### src/rtl/rv32i_fetch_unit.sv
// RV32I instruction fetch stage: owns the PC, issues word reads, buffers in-order responses for decode.
// Optional FE_MISALIGN_CHECK_EN: a misaligned redirect raises a sticky fetch_fault instead of being truncated.
module rv32i_fetch_unit #(
  parameter logic [31:0] RESET_PC   = 32'h0040_0000,
  parameter int unsigned FIFO_DEPTH = 2
) (
  input  logic        clk,
  input  logic        rst,
  output logic        imem_req_valid,
  input  logic        imem_req_ready,
  output logic [31:0] imem_req_addr,
  input  logic        imem_rsp_valid,
  input  logic [31:0] imem_rsp_data,
  input  logic        redirect_valid,
  input  logic [31:0] redirect_pc,
  output logic        instr_valid,
  input  logic        instr_ready,
  output logic [31:0] instr_raw_bits,
  output logic [31:0] instr_pc,
  output logic        fetch_fault
);
  localparam int PW = $clog2(FIFO_DEPTH);
  localparam int CW = PW + 1;
  localparam int DW = CW + 4;

  typedef struct packed {
    logic [31:0] pc;
    logic [31:0] data;
  } fetch_entry_t;

  logic [31:0]  pc_q;
  logic [CW-1:0] count_q;
  logic [CW-1:0] inflight_q;
  logic [CW-1:0] occupancy;
  logic [DW-1:0] drop_q;
  logic [PW-1:0] wr_ptr_q;
  logic [PW-1:0] rd_ptr_q;
  fetch_entry_t  fifo_mem [FIFO_DEPTH];
  fetch_entry_t  head;
  logic [31:0]   target_pc;
  logic [31:0]   tag_pc;
  logic          fault;
  logic          req_fire;
  logic          rsp_live;
  logic          rsp_drop;
  logic          push;
  logic          pop;

`ifdef FE_MISALIGN_CHECK_EN
  logic fault_q;

  assign target_pc = redirect_pc;

  always_ff @(posedge clk or posedge rst) begin
    if (rst)                 fault_q <= 1'b0;
    else if (redirect_valid) fault_q <= |redirect_pc[1:0];
  end

  assign fault = fault_q;
`else
  assign target_pc = redirect_pc & 32'hFFFF_FFFC;
  assign fault     = 1'b0;
`endif

  assign fetch_fault = fault;

  assign instr_valid = (count_q != '0);
  assign pop         = instr_valid & instr_ready;
  assign rsp_drop    = imem_rsp_valid & (drop_q != '0);
  assign rsp_live    = imem_rsp_valid & (drop_q == '0);
  assign push        = rsp_live & ~redirect_valid;

  // A slot freed by this cycle's decoder pop may be reissued at once; this is what sustains 1 instr/cycle.
  assign occupancy      = count_q + inflight_q - CW'(pop);
  assign imem_req_valid = ~rst & ~redirect_valid & ~fault & (occupancy < CW'(FIFO_DEPTH));
  assign imem_req_addr  = pc_q;
  assign req_fire       = imem_req_valid & imem_req_ready;

  // Live requests are always consecutive words, so the oldest one's PC is recovered from pc and the count.
  assign tag_pc = pc_q - (32'(inflight_q) << 2);

  always_ff @(posedge clk or posedge rst) begin
    if (rst) begin
      pc_q       <= RESET_PC;
      count_q    <= '0;
      inflight_q <= '0;
      drop_q     <= '0;
      wr_ptr_q   <= '0;
      rd_ptr_q   <= '0;
    end else if (redirect_valid) begin
      // Everything still owed by memory after this edge becomes stale and must be discarded.
      pc_q       <= target_pc;
      drop_q     <= drop_q + DW'(inflight_q) + DW'(req_fire) - DW'(imem_rsp_valid);
      inflight_q <= '0;
      count_q    <= '0;
      wr_ptr_q   <= '0;
      rd_ptr_q   <= '0;
    end else begin
      if (req_fire) pc_q <= pc_q + 32'd4;
      inflight_q <= inflight_q + CW'(req_fire) - CW'(rsp_live);
      if (rsp_drop) drop_q <= drop_q - DW'(1);
      count_q <= count_q + CW'(push) - CW'(pop);
      if (push) wr_ptr_q <= wr_ptr_q + PW'(1);
      if (pop)  rd_ptr_q <= rd_ptr_q + PW'(1);
    end
  end

  // NOTE: storage has no reset; occupancy is tracked by count_q and the outputs are masked while empty.
  always_ff @(posedge clk) begin
    if (push) fifo_mem[wr_ptr_q] <= '{pc: tag_pc, data: imem_rsp_data};
  end

  assign head           = fifo_mem[rd_ptr_q];
  assign instr_raw_bits = instr_valid ? head.data : '0;
  assign instr_pc       = instr_valid ? head.pc   : '0;

endmodule

### config.mk
export PLATFORM = sky130hd
export DESIGN_NAME = rv32i_fetch_unit
export DESIGN_NICKNAME = d
export VERILOG_FILES = /design/src/rtl/rv32i_fetch_unit.sv
export SDC_FILE = /design/constraint.sdc
export NUM_CORES = 1
export LEC_CHECK = 0
export BUFFER_PORTS_ARGS = -buffer_cell sky130_fd_sc_hd__buf_2
export CAP_MARGIN = 15
export CORE_MARGIN = 3
export CORE_UTILIZATION = 31
export CTS_CLUSTER_DIAMETER = 120
export CTS_CLUSTER_SIZE = 10
export DETAILED_ROUTE_END_ITERATION = 12
export PLACE_DENSITY = 0.5
export SYNTH_ARGS = -nofsm -noshare
export SYNTH_HDL_FRONTEND = slang
export SYNTH_SLANG_ARGS = --single-unit
### constraint.sdc
create_clock -name clk -period 8.66 [get_ports clk]
set_input_delay 0.866 -clock clk [delete_from_list [all_inputs] [get_ports clk]]
set_output_delay 0.866 -clock clk [all_outputs]
set_load 0.005 [all_outputs]
* After elaboration in Yosys (flattened, before gate mapping)
Memories as Yosys holds them, arrays and structs flattened.
Index checks and enable logic that the tools add are counted.
** Word-level totals
- Register bits :: 44
- Bits in latches :: 0
- Memory bits (writable) :: 128
- ROM bits :: 0
- Bits of input ports :: 70
- Output and inout port bits :: 99
- Word-level logic and storage cells :: 52
- Memories :: 1
** Cells by class
- Add/subtract/negate cells :: 14
- $mul :: 0
- Div/mod/pow operators :: 0
- Magnitude comparators :: 1
- Equality and inequality tests :: 0
- Shift operators :: 0
- Muxes and demuxes :: 14
- Bitwise operators :: 9
- Reductions and logical operators :: 7
** Memory list
- fifo_mem :: words 2, bits a word 64, rd ports 1, clocked after memory_dff 0, wr ports 1, RTL line 38 : fetch_entry_t fifo_mem [FIFO_DEPTH];
** Operators by type and width (number)
- 32-bit two-way mux :: 4
- 32-bit by 3-bit adder with 32-bit output, second input constant :: 1
- 32-bit by 4-bit subtractor with 32-bit output :: 1
- 6-bit two-way mux :: 2
- 2-bit nonzero test :: 5
- 1-bit AND :: 7
- 6-bit by 1-bit adder with 6-bit output :: 1
- 6-bit by 2-bit adder with 6-bit output :: 1
- 6-bit logical NOT :: 1
- 1-bit two-way mux :: 6
- 6-bit nonzero test :: 1
- 2-bit by 1-bit subtractor with 2-bit output :: 3
- 6-bit by 1-bit subtractor with 6-bit output :: 1
- 6-bit by 1-bit subtractor with 6-bit output, second input constant :: 1
- 2-bit by 1-bit adder with 2-bit output :: 2
- 2-bit two-way mux :: 2
- 1-bit adder, second input constant :: 2
- 2-bit adder :: 1
- 2-bit < comparator, second input constant :: 1
- 1-bit inverter :: 2

* Logic depth before layout (Yosys ltp)
Gate-level depths: netlist (run 1).
- Depth after elaboration :: 9
- Gate-level depth with buffers :: 14
- Gate-level depth less buffers :: 13

* Worst setup path before layout (run 1)
Ideal clock, no wire load.
- Path type :: input to register
- Start point :: in redirect_valid
- End point :: mem fifo_mem[0][0] in the netlist's numbering, enable pin
- Library setup time :: 0.482 ns
- Arrival :: 4.152 ns
- Setup slack :: 4.026 ns
- Stages :: 5
- Path buffers :: 2
- Cells stage by stage :: clkbuf_1 inv_1 clkbuf_1 nand2_1 nor2_1
** Between the ends
- Word-level cells in the longest chain between the ends :: 4
** Ends and longest elaborated chain
- from (decl) :: RTL line 14 : input logic redirect_valid,
- 1-bit inverter :: RTL line 71 : assign push = rsp_live & ~redirect_valid;
- 1-bit AND :: RTL line 71
- 1-bit two-way mux :: RTL line 110 : if (push) fifo_mem[wr_ptr_q] <= '{pc: tag_pc, data: imem_rsp_data};
- 1-bit two-way mux (implied by the code) :: RTL line 110
- to (decl) :: RTL line 38
No other way between the ends.

* Final worst setup path (run 1)
- Start point :: in instr_ready
- End point :: reg drop_q[5]
** Between the ends
- Word-level cells in the longest chain between the ends :: 8
** Ends and longest elaborated chain
- from (decl) :: RTL line 17 : input logic instr_ready,
- 1-bit AND :: RTL line 68 : assign pop = instr_valid & instr_ready;
- 2-bit by 1-bit subtractor with 2-bit output :: RTL line 74 : assign occupancy = count_q + inflight_q - CW'(pop);
- 2-bit < comparator :: RTL line 75 : assign imem_req_valid = ~rst & ~redirect_valid & ~fault & (occupancy < CW'(FIFO_DEPTH));
- 1-bit AND :: RTL line 75
- 1-bit AND :: RTL line 77 : assign req_fire = imem_req_valid & imem_req_ready;
- 6-bit by 1-bit adder with 6-bit output :: RTL line 93 : drop_q <= drop_q + DW'(inflight_q) + DW'(req_fire) - DW'(imem_rsp_valid);
- 6-bit by 1-bit subtractor with 6-bit output :: RTL line 93
- 6-bit two-way mux :: RTL line 90 : end else if (redirect_valid) begin
- to (signal assigned) :: RTL line 93
- to (signal assigned) :: RTL line 101 : if (rsp_drop) drop_q <= drop_q - DW'(1);
- to (decl) :: RTL line 35 : logic [DW-1:0] drop_q;
No other way between the ends.
A chain may end at the register's enable or synchronous reset.

==> flow_metrics.tcl, run 1 <==
set metrics [dict create \
    report.final.slew_viol_count 0 \
    synth-seq-cells 166 \
    vias_per_cell 4.71 \
    start_util 0.320 \
    skew_ps 12.5 \
    arrival_ps 3700 \
    max-slew-margin-rel 0.313 \
    drive_above_1_share 0.259 \
    slowest_delay_ps 590 \
    path_cells "buf_2 > nor2b_1 > mux2_2 > a21oi_1 > nor4_1 > fa_1 > a21o_1 > a21oi_1 > o21bai_1 > a21oi_1 > xnor2_1 > a21oi_1" \
    start_kind "input pin" \
    setup_viol 0 \
    finalSetupTns_ps 0 \
    synth.most_common_cell "edfxtp_1" \
    yosys.area_share.simple 0.135 \
    yosysWarnings 0 \
    synth_adder_area_share 0.0348 \
    grt_pass1_vias 5507 \
    synthCells 687 \
    dieHeight_um 169 \
    dr.first_iter.drc_count 282 \
    numPortBuffers 161 \
    crit_type "input pin to flop" \
    fin_nets 928 \
    yosys-top-cells-count "124 x edfxtp_1, 94 x nor2_1, 64 x mux2i_1" \
    use_met1 0.197 \
    cpMostUsedCell "a21oi_1" \
    p_per_area_nw_per_um2 225 \
    clk_pin_slew_ps 70 \
    grt_busiest_layer "met2" \
    cp_num_buf_inv 1 \
    path_max_fanout 8 \
    n_fill_cell 2562 \
    die_w_um 169 \
    ant_nets 0 \
    irDropWorstVdd_v 0.000143 \
    gp_congestion 0.763 \
    synth-xor-area-share 0.0619 \
    die_area_um2 28400 \
    p_leak_nw 3.87 \
    synthArstFlopShare 0.253 \
    fmaxAchievable_mhz 292 \
    use_met2 0.229 \
    required_ps 8930 \
    fin_crit_ps 3430 \
    postCtsSetupBuffers 0 \
    clock_tree.root_cell "clkbuf_16" \
    ios 169 \
    clock_latency_ps 420 \
    timing.final.hold_violations 0 \
    grt_usage 0.141 \
    worst_pin_slew_ps 1030 \
    area_growth_pct 20.5 \
    cts_hold_buf 0 \
    synth_top_family_by_area "simple AND/OR/NAND/NOR gates" \
    core_area_um2 25600 \
    yosysUniqueCellTypes 62 \
    synth_mux_area_frac 0.0795 \
    synth_top_cell_by_area "edfxtp_1" \
    finalPower_mw 2.22 \
    clock_path_buffers 2 \
    synth_edf_count 124 \
    yosysSeqAreaShare 0.582 \
    crit_slowest_cell "a21oi_1" \
    drt-total-wl_mm 20.0 \
    cts_max_level 4 \
    cts_sinks 166 \
    use_met3 0.0301 \
    wl_per_cell_um 16.9 \
    synthTopCellsByArea "edfxtp_1 45%, dfrtp_1 13%, mux2i_1 7.8%" \
    synth_compound_area_frac 0.0650 \
    syn-cell-area_um2 8200 \
    rsz0062_at_grt "no" \
    grt_max_degree 74 \
    grt_first_pass_wirelength_mm 31.2 \
    avgSynthCellArea_um2 11.9 \
    grt_overflow 0 \
    hold_class "flop to flop" \
    cap_violations 0 \
    synth.top_cell.area_share 0.454 \
    end_kind "flop" \
    period_share 0.396 \
    crit_family "compound AO/OA/AOI/OAI gates" \
    place_hpwl_mm 13.9 \
    cts_resized 0 \
    rows 58 \
    drc 0 \
    diodes 0 \
    status "completed" \
    cts_buffers 17 \
    ys.flop_type "edfxtp_1" \
    vias 5552 \
    cts_tree "built" \
    antenna_found_initial 1 \
    drtPass1Iterations 4 \
]
worst min-delay path, stage by stage (launching register included):
cell and delay (ps):
dfrtp_1 360, xnor2_1 80, nor2_1 80, a21oi_1 40
registers in the layout, summed over array words and instances (netlist names):
register	count
imem_req_addr	30
rd_ptr_q	1
count_q	2
drop_q	6
inflight_q	2
wr_ptr_q	1
fifo_mem	124
layout make-up:
type | count | area (um^2) | share of cell area
inverter | 35 | 131 | 0.0133
tap | 330 | 413 | 0.0418
multi-input combinational | 450 | 3120 | 0.316
timing repair buffer | 167 | 851 | 0.0861
clock inverter | 14 | 154 | 0.0156
sequential | 166 | 4780 | 0.484
clock buffer | 18 | 429 | 0.0434
through the flow:
| step | setup slack, ps | hold slack [ps] | area, um^2 | std cells | utilization |
|---|---|---|---|---|---|
| final | 5230 | 591 | 9880 | 1180 | 0.386 |
| after global routing | 5070 | 606 | 9880 | 1180 | 0.386 |
| after CTS | 5240 | 585 | 9880 | 1180 | 0.386 |
| after detailed placement | 4790 | 568 | 9300 | 1148 | 0.363 |
| after global placement | 4820 | 568 | 9300 | 1148 | 0.363 |
| after floorplan | 4030 | 519 | 8220 | 691 | - |
placed cells by master (no fill, tap or decap), types with 4 or more instances in the layout:
master and instances:
a211o_1 5, nand4_1 8, ha_1 18, nand3_1 19, nand2_1 50, xnor2_1 41
nor2b_1 4, dfrtp_1 40, mux2i_1 64, nor3_1 9, edfxtp_1 124, buf_2 161
and3_1 4, nor4_1 7, inv_1 35, clkbuf_16 17, a31oi_1 4, o21ai_0 22
buf_4 6, a21oi_1 15, nor2_1 92, or3_1 4, inv_8 4, xor2_1 17
conb_1 5
power breakdown:
group	total [mW]	switching, mW	internal, mW
sequential	0.959	0.0553	0.904
clock	0.741	0.354	0.386
combinational	0.521	0.289	0.232
per-layer routing:
metal  share of wire  vias to the layer above
li1                -                     2731
met4          0.0057                        2
met3           0.051                       11
met2            0.47                      140
met1            0.47                     2668
met5         0.00035                        -
cells by family after synthesis:
group,after synthesis
flip-flops,166
AO/OA/AOI/OAI,75
adder cells (fa/ha/maj),21
XOR/XNOR,58
multiplexers,65
other,1
buffers and inverters,75
AND/OR/NAND/NOR,226
worst paths after layout:
kind,endpoint,depth (start not counted),slack [ps],start
worst max-delay path,drop_q[5],12,5230,instr_ready
worst min-delay path,drop_q[5],3,590,drop_q[5]
worst max register to register,drop_q[5],11,5270,inflight_q[0]
worst min register to register,drop_q[5],3,590,drop_q[5]
max in group asynchronous,rd_ptr_q,3,7570,rst
min in group asynchronous,imem_req_addr[2],3,640,rst
Note: power is estimated with default switching activity, not from simulation.
==> run 2: changes to the inputs <==
--- a/config.mk
+++ b/config.mk
@@ -5,6 +5,7 @@
 export SDC_FILE = /design/constraint.sdc
 export NUM_CORES = 1
 export LEC_CHECK = 0
+export ABC_AREA = 1
 export BUFFER_PORTS_ARGS = -buffer_cell sky130_fd_sc_hd__buf_2
 export CAP_MARGIN = 15
 export CORE_MARGIN = 3
@@ -12,7 +13,7 @@
 export CTS_CLUSTER_DIAMETER = 120
 export CTS_CLUSTER_SIZE = 10
 export DETAILED_ROUTE_END_ITERATION = 12
-export PLACE_DENSITY = 0.5
+export PLACE_DENSITY = 0.52
 export SYNTH_ARGS = -nofsm -noshare
 export SYNTH_HDL_FRONTEND = slang
 export SYNTH_SLANG_ARGS = --single-unit
==> constraint.sdc (replaced) <==
create_clock -name clk -period 3 [get_ports clk]
set_input_delay 0.3 -clock clk [delete_from_list [all_inputs] [get_ports clk]]
set_output_delay 0.3 -clock clk [all_outputs]
set_load 0.005 [all_outputs]
==> run 2 against run 1 <==
  * Non-clock buffer count is 6 higher
  * Final cell count is 31% higher
  * Sequential power grew to 3.0 times the previous value
  * Critical endpoint is now drop_q[2]
  * Largest power group unchanged
  * Combinational power grew to 3.8 times the previous value
  * Via count is 28% higher
  * Die area is 7.0% higher
  * Register-to-register slack worse by 4700 ps
  * Global-route usage is 1.6 points higher
  * Routed wire length is 17% higher
  * Largest cell class unchanged
==> flow_metrics.tcl, run 2 <==
set metrics [dict create \
    layout_commonest_cell "nand2_1" \
    finalSetupTns_ps 0 \
    placed_area_um2 10000 \
    start_util 0.316 \
    ys.flop_type "edfxtp_1" \
    gp_congestion 0.810 \
    cap_violations 0 \
    regToRegEndpoint "drop_q[2]" \
    reg2reg_slack_ps 600 \
    start_kind "flop" \
    drive_above_1_share 0.215 \
    die_area_um2 30400 \
    p_leak_nw 4.70 \
    antenna_found_initial 0 \
    area_growth_pct 20.6 \
    rows 61 \
    synthCells 1004 \
    wl_per_cell_um 15.1 \
    fmaxAchievable_mhz 417 \
    cts_resized 0 \
    synthArstFlopShare 0.253 \
    slowest_delay_ps 430 \
    report.final.slew_viol_count 0 \
    avgSynthCellArea_um2 8.76 \
    worstRegToRegCells 14 \
    synth.most_common_cell "nand2_1" \
    vias_per_cell 4.62 \
    top_register "fifo_mem" \
    yosysUniqueCellTypes 39 \
    largest_reg_flops 124 \
    synth.top_cell.area_share 0.423 \
    path_max_fanout 4 \
    numPortBuffers 161 \
    layout_common_cells "346 x nand2_1, 161 x buf_2, 124 x edfxtp_1" \
    synth_edf_count 124 \
    grt_max_degree 65 \
    core_area_um2 27900 \
    end_kind "flop" \
    setup_viol 0 \
    vias 7129 \
    place_hpwl_mm 16.1 \
    crit_slowest_cell "dfrtp_1" \
    ios 169 \
    synth_top_cell_by_area "edfxtp_1" \
    cts_sinks 166 \
    die_w_um 174 \
    final_util 0.381 \
    max-slew-margin-rel 0.582 \
    fin_crit_ps 2400 \
    grt_overflow 0 \
    fin_area_um2 10600 \
    irDropWorstVdd_v 0.000363 \
    postCtsSetupBuffers 0 \
    clock_latency_ps 430 \
    diodes 0 \
    ant_nets 0 \
    synthTopCellsByArea "edfxtp_1 42%, nand2_1 15%, dfrtp_1 12%" \
    cts_tree "built" \
    n_fill_cell 2870 \
    clk_pin_slew_ps 70 \
    drc 0 \
    clock_path_buffers 2 \
    yosysWarnings 0 \
    yosysSeqAreaShare 0.543 \
    drtPass1Iterations 5 \
    cts_max_level 4 \
    preCtsSetupSlack_ps 592 \
    required_ps 3330 \
    synth-seq-cells 166 \
    rr_startpoint "inflight_q[1]" \
    grt_pass1_vias 7030 \
    rsz0062_at_grt "no" \
    stdcell_count 1543 \
    arrival_ps 2730 \
    grt_first_pass_wirelength_mm 37.8 \
    fin_nets 1244 \
    cp_num_buf_inv 3 \
    hold_class "input pin to asynchronous set/reset pin" \
    timing.final.hold_violations 0 \
    crit_family "simple AND/OR/NAND/NOR gates" \
    clock_tree.root_cell "clkbuf_16" \
    skew_ps 17.3 \
    period_share 0.799 \
    p_per_area_nw_per_um2 664 \
    setup_slack_ps 603 \
    yosys-top-cells-count "346 x nand2_1, 124 x edfxtp_1, 93 x nand3_1" \
    dieHeight_um 174 \
    grt_usage 0.157 \
    syn-cell-area_um2 8800 \
    placedCellCount 1512 \
    dr.first_iter.drc_count 404 \
    cts_hold_buf 0 \
    drt-total-wl_mm 23.4 \
    status "completed" \
    path_cells "inv_1 > nand2_1 > nand2_1 > inv_1 > nand2_1 > nand3_1 > nor2_2 > fa_1 > inv_1 > fa_1 > or2_2 > nand3_1 > o211ai_1 > o21ai_0" \
    cts_buffers 17 \
    crit_type "flop to flop" \
    worst_pin_slew_ps 627 \
]
run 2: cell types whose count changed in the layout (fill, tap and decap cells not counted), sizes merged, moves of 6 or more:
| cell | before | now |
|---|---|---|
| inv | 42 | 87 |
| xor2 | 17 | 38 |
| nor4 | 9 | 1 |
| mux2i | 64 | 0 |
| xnor2 | 41 | 3 |
| a21oi | 15 | 67 |
| nand3 | 20 | 94 |
| o21ai | 24 | 16 |
| nand2 | 50 | 352 |
| buf | 167 | 173 |
run 2: tightest hold or removal path, cell delays in order:
cell   delay, ps
buf_2        120
inv_1         50
buf_4        470
run 2: layout make-up:
type	count	area, um^2	area share
clock buffers	17	425	0.0401
clock inverters	14	163	0.0153
inverters	79	297	0.0279
multi-input cells	716	3540	0.334
flip-flops and latches	166	4780	0.450
well taps	378	473	0.0446
repair buffers	173	933	0.0880
run 2: worst max path at each step:
stage / startpoint / end / slack (ps) / depth (start not counted)
6_report: inflight_q[1] / drop_q[2] / 600 / 14
5_1_grt: inflight_q[1] / drop_q[4] / 280 / 16
4_1_cts: rd_ptr_q / instr_pc[9] / 500 / 4
3_5_place_dp: inflight_q[1] / drop_q[2] / 590 / 14
3_3_place_gp: inflight_q[1] / drop_q[4] / 630 / 16
2_1_floorplan: redirect_valid / fifo_mem[1][0] / 210 / 5
run 2: power breakdown:
part / internal (mW) / leakage [nW] / total [mW] / switching, mW
clock network: 1.25 / 0.288 / 2.21 / 0.963
logic: 0.735 / 2.78 / 1.98 / 1.24
registers: 2.64 / 1.63 / 2.86 / 0.222
run 2: per-stage QoR:
stage	hold WS, ps	total power, mW
floorplan	399	4.13
global placement	488	4.89
detailed placement	492	4.91
CTS	37.6	7.15
global route	38.6	7.54
finish	46.6	7.05
run 2: kinds of logic after synthesis:
logic type / count (synthesis) / synth area share
XOR/XNOR: 41 / 0.0408
flip-flops: 166 / 0.543
adder cells (fa/ha/maj): 21 / 0.0324
buffers and inverters: 126 / 0.0590
AO/OA/AOI/OAI: 88 / 0.0512
AND/OR/NAND/NOR: 561 / 0.273
other: 1 / 0.000426
run 2: metal layers:
layer / vias up / part of all wire / global-route usage
met1: 3367 / 0.48 / 0.218
met4: 0 / 0.0071 / 0.0295
met3: 9 / 0.052 / 0.0339
met5: - / 0 / 0
met2: 181 / 0.46 / 0.255
li1: 3572 / - / -
==> run 3: changes to the inputs <==
--- a/config.mk
+++ b/config.mk
@@ -5,7 +5,7 @@
 export SDC_FILE = /design/constraint.sdc
 export NUM_CORES = 1
 export LEC_CHECK = 0
-export ABC_AREA = 1
+export ABC_AREA = 0
 export BUFFER_PORTS_ARGS = -buffer_cell sky130_fd_sc_hd__buf_2
 export CAP_MARGIN = 15
 export CORE_MARGIN = 3
@@ -13,7 +13,7 @@
 export CTS_CLUSTER_DIAMETER = 120
 export CTS_CLUSTER_SIZE = 10
 export DETAILED_ROUTE_END_ITERATION = 12
-export PLACE_DENSITY = 0.52
+export PLACE_DENSITY = 0.5
 export SYNTH_ARGS = -nofsm -noshare
 export SYNTH_HDL_FRONTEND = slang
 export SYNTH_SLANG_ARGS = --single-unit
==> constraint.sdc (replaced) <==
create_clock -name clk -period 2.4 [get_ports clk]
set_input_delay 0.24 -clock clk [delete_from_list [all_inputs] [get_ports clk]]
set_output_delay 0.24 -clock clk [all_outputs]
set_load 0.005 [all_outputs]
==> run 3 against run 2 <==
  * Non-clock buffer count increased by 82
  * Critical endpoint is now drop_q[5]
  * Clock skew shrank 1.2 ps
  * Critical path type unchanged
  * Largest power group unchanged
  * Hold slack got worse by 29 ps
  * Die area is 6.5% lower
  * The run now ends with negative setup slack left
==> flow_metrics.tcl, run 3 (synthesis gave the netlist of run 1 again) <==
set metrics [dict create \
    layout_commonest_cell "buf_2" \
    holdPathStages 3 \
    report.final.slew_viol_count 0 \
    rows 58 \
    setup_viol 2 \
    place_hpwl_mm 14.5 \
    dr.first_iter.drc_count 257 \
    final_util 0.423 \
    min_to "imem_req_addr[4]" \
    start_kind "flop" \
    grt_usage 0.146 \
    path_cells "nor2b_4 > mux2_4 > a21oi_4 > nor4_4 > fa_2 > a21o_1 > a21oi_2 > o21bai_1 > a21oi_1 > xnor2_1 > a21oi_1" \
    area_growth_pct 32.1 \
    clk_pin_slew_ps 70 \
    cp_num_buf_inv 0 \
    drive_above_1_share 0.319 \
    fin_crit_ps 2420 \
    regToRegEndpoint "drop_q[5]" \
    vias 5886 \
    end_kind "flop" \
    fin_nets 1016 \
    crit_type "flop to flop" \
    crit_family "compound AO/OA/AOI/OAI gates" \
    cts_sinks 166 \
    clock_tree.root_cell "clkbuf_16" \
    dieHeight_um 169 \
    cpMostUsedCell "a21oi_1" \
    start_util 0.320 \
    p_per_area_nw_per_um2 766 \
    drtPass1Iterations 4 \
    core_area_um2 25600 \
    finalSetupTns_ps -31.7 \
    crit_slowest_cell "dfrtp_1" \
    p_leak_nw 4.30 \
    fin_area_um2 10800 \
    gp_congestion 0.810 \
    die_w_um 169 \
    worst_pin_slew_ps 739 \
    wl_per_cell_um 16.4 \
    clock_latency_ps 430 \
    irDropWorstVdd_v 0.000451 \
    fmaxAchievable_mhz 413 \
    cts_max_level 4 \
    vias_per_cell 4.64 \
    status "finished, violations left" \
    drt-total-wl_mm 20.8 \
    period_share 1.01 \
    reg2reg_slack_ps -20 \
    stdcell_count 1268 \
    grt_first_pass_wirelength_mm 32.0 \
    placed_area_um2 9760 \
    path_max_fanout 3 \
    slowest_delay_ps 360 \
    setup_slack_ps -18.7 \
    grt_max_degree 76 \
    top_register "fifo_mem" \
    numPortBuffers 161 \
    failed_checks "negative setup slack" \
    clock_path_buffers 2 \
    min-delay-start "redirect_pc[4]" \
    finalPower_mw 8.30 \
    largest_reg_flops 124 \
    grt_overflow 0 \
    timing.final.hold_violations 0 \
    ios 169 \
    worstRegToRegCells 11 \
    antenna_found_initial 0 \
    hold_class "input pin to flop" \
    skew_ps 16.1 \
    cts_tree "built" \
    cts_buffers 17 \
    diodes 0 \
    layout_common_cells "162 x buf_2, 124 x edfxtp_1, 91 x nor2_1" \
    whs_ps 17.2 \
    max-slew-margin-rel 0.507 \
    cap_violations 0 \
    drc 0 \
    rr_startpoint "inflight_q[0]" \
    die_area_um2 28400 \
    arrival_ps 2690 \
    grt_pass1_vias 5777 \
    placedCellCount 1196 \
    ant_nets 0 \
    required_ps 2670 \
    rsz0062_at_grt "yes" \
    preCtsSetupSlack_ps -115 \
]
[run 3: report_power, final]
part | internal, mW | switching (mW)
logic | 1.04 | 1.17
clock network | 1.39 | 1.28
registers | 3.26 | 0.159
[run 3: layer usage]
layer	share of wire	vias up	global-route usage
met4	0.0056	0	0.0299
li1	-	2913	-
met1	0.45	2817	0.192
met5	0	-	0
met3	0.053	10	0.0390
met2	0.49	146	0.244
[run 3: worst max path at each step]
stage,to,cells after the start,start,slack [ps]
3_3_place_gp,drop_q[4],14,instr_ready,-80
6_report,drop_q[5],11,inflight_q[0],-20
3_5_place_dp,drop_q[4],14,instr_ready,-120
5_1_grt,drop_q[4],13,inflight_q[0],-190
4_1_cts,drop_q[4],13,inflight_q[0],-80
2_1_floorplan,drop_q[4],13,inflight_q[0],-80
[run 3: tightest hold or removal path: cells and delay by family]
family,cells,cell delay [ps]
AOI/OAI and AO/OA,1,60
and+or+nand+nor,1,40
buffers and inverters,1,70
[run 3: cell type report]
class / instances / area, um^2
fill: 2445 / 14800
tap: 330 / 413
sequential: 166 / 4780
clock inverter: 15 / 168
timing repair buffer: 255 / 1640
multi-input combinational: 450 / 3270
inverter: 35 / 131
clock buffer: 17 / 425
[run 3: what timing repair did]
item,CTS,global route
gates resized for setup,3,23
endpoints found under the hold margin,104,0
cloned,0,1
setup endpoints to repair,14,45
buffers inserted,1,5
hold buffers,33,0
pin swaps,6,15
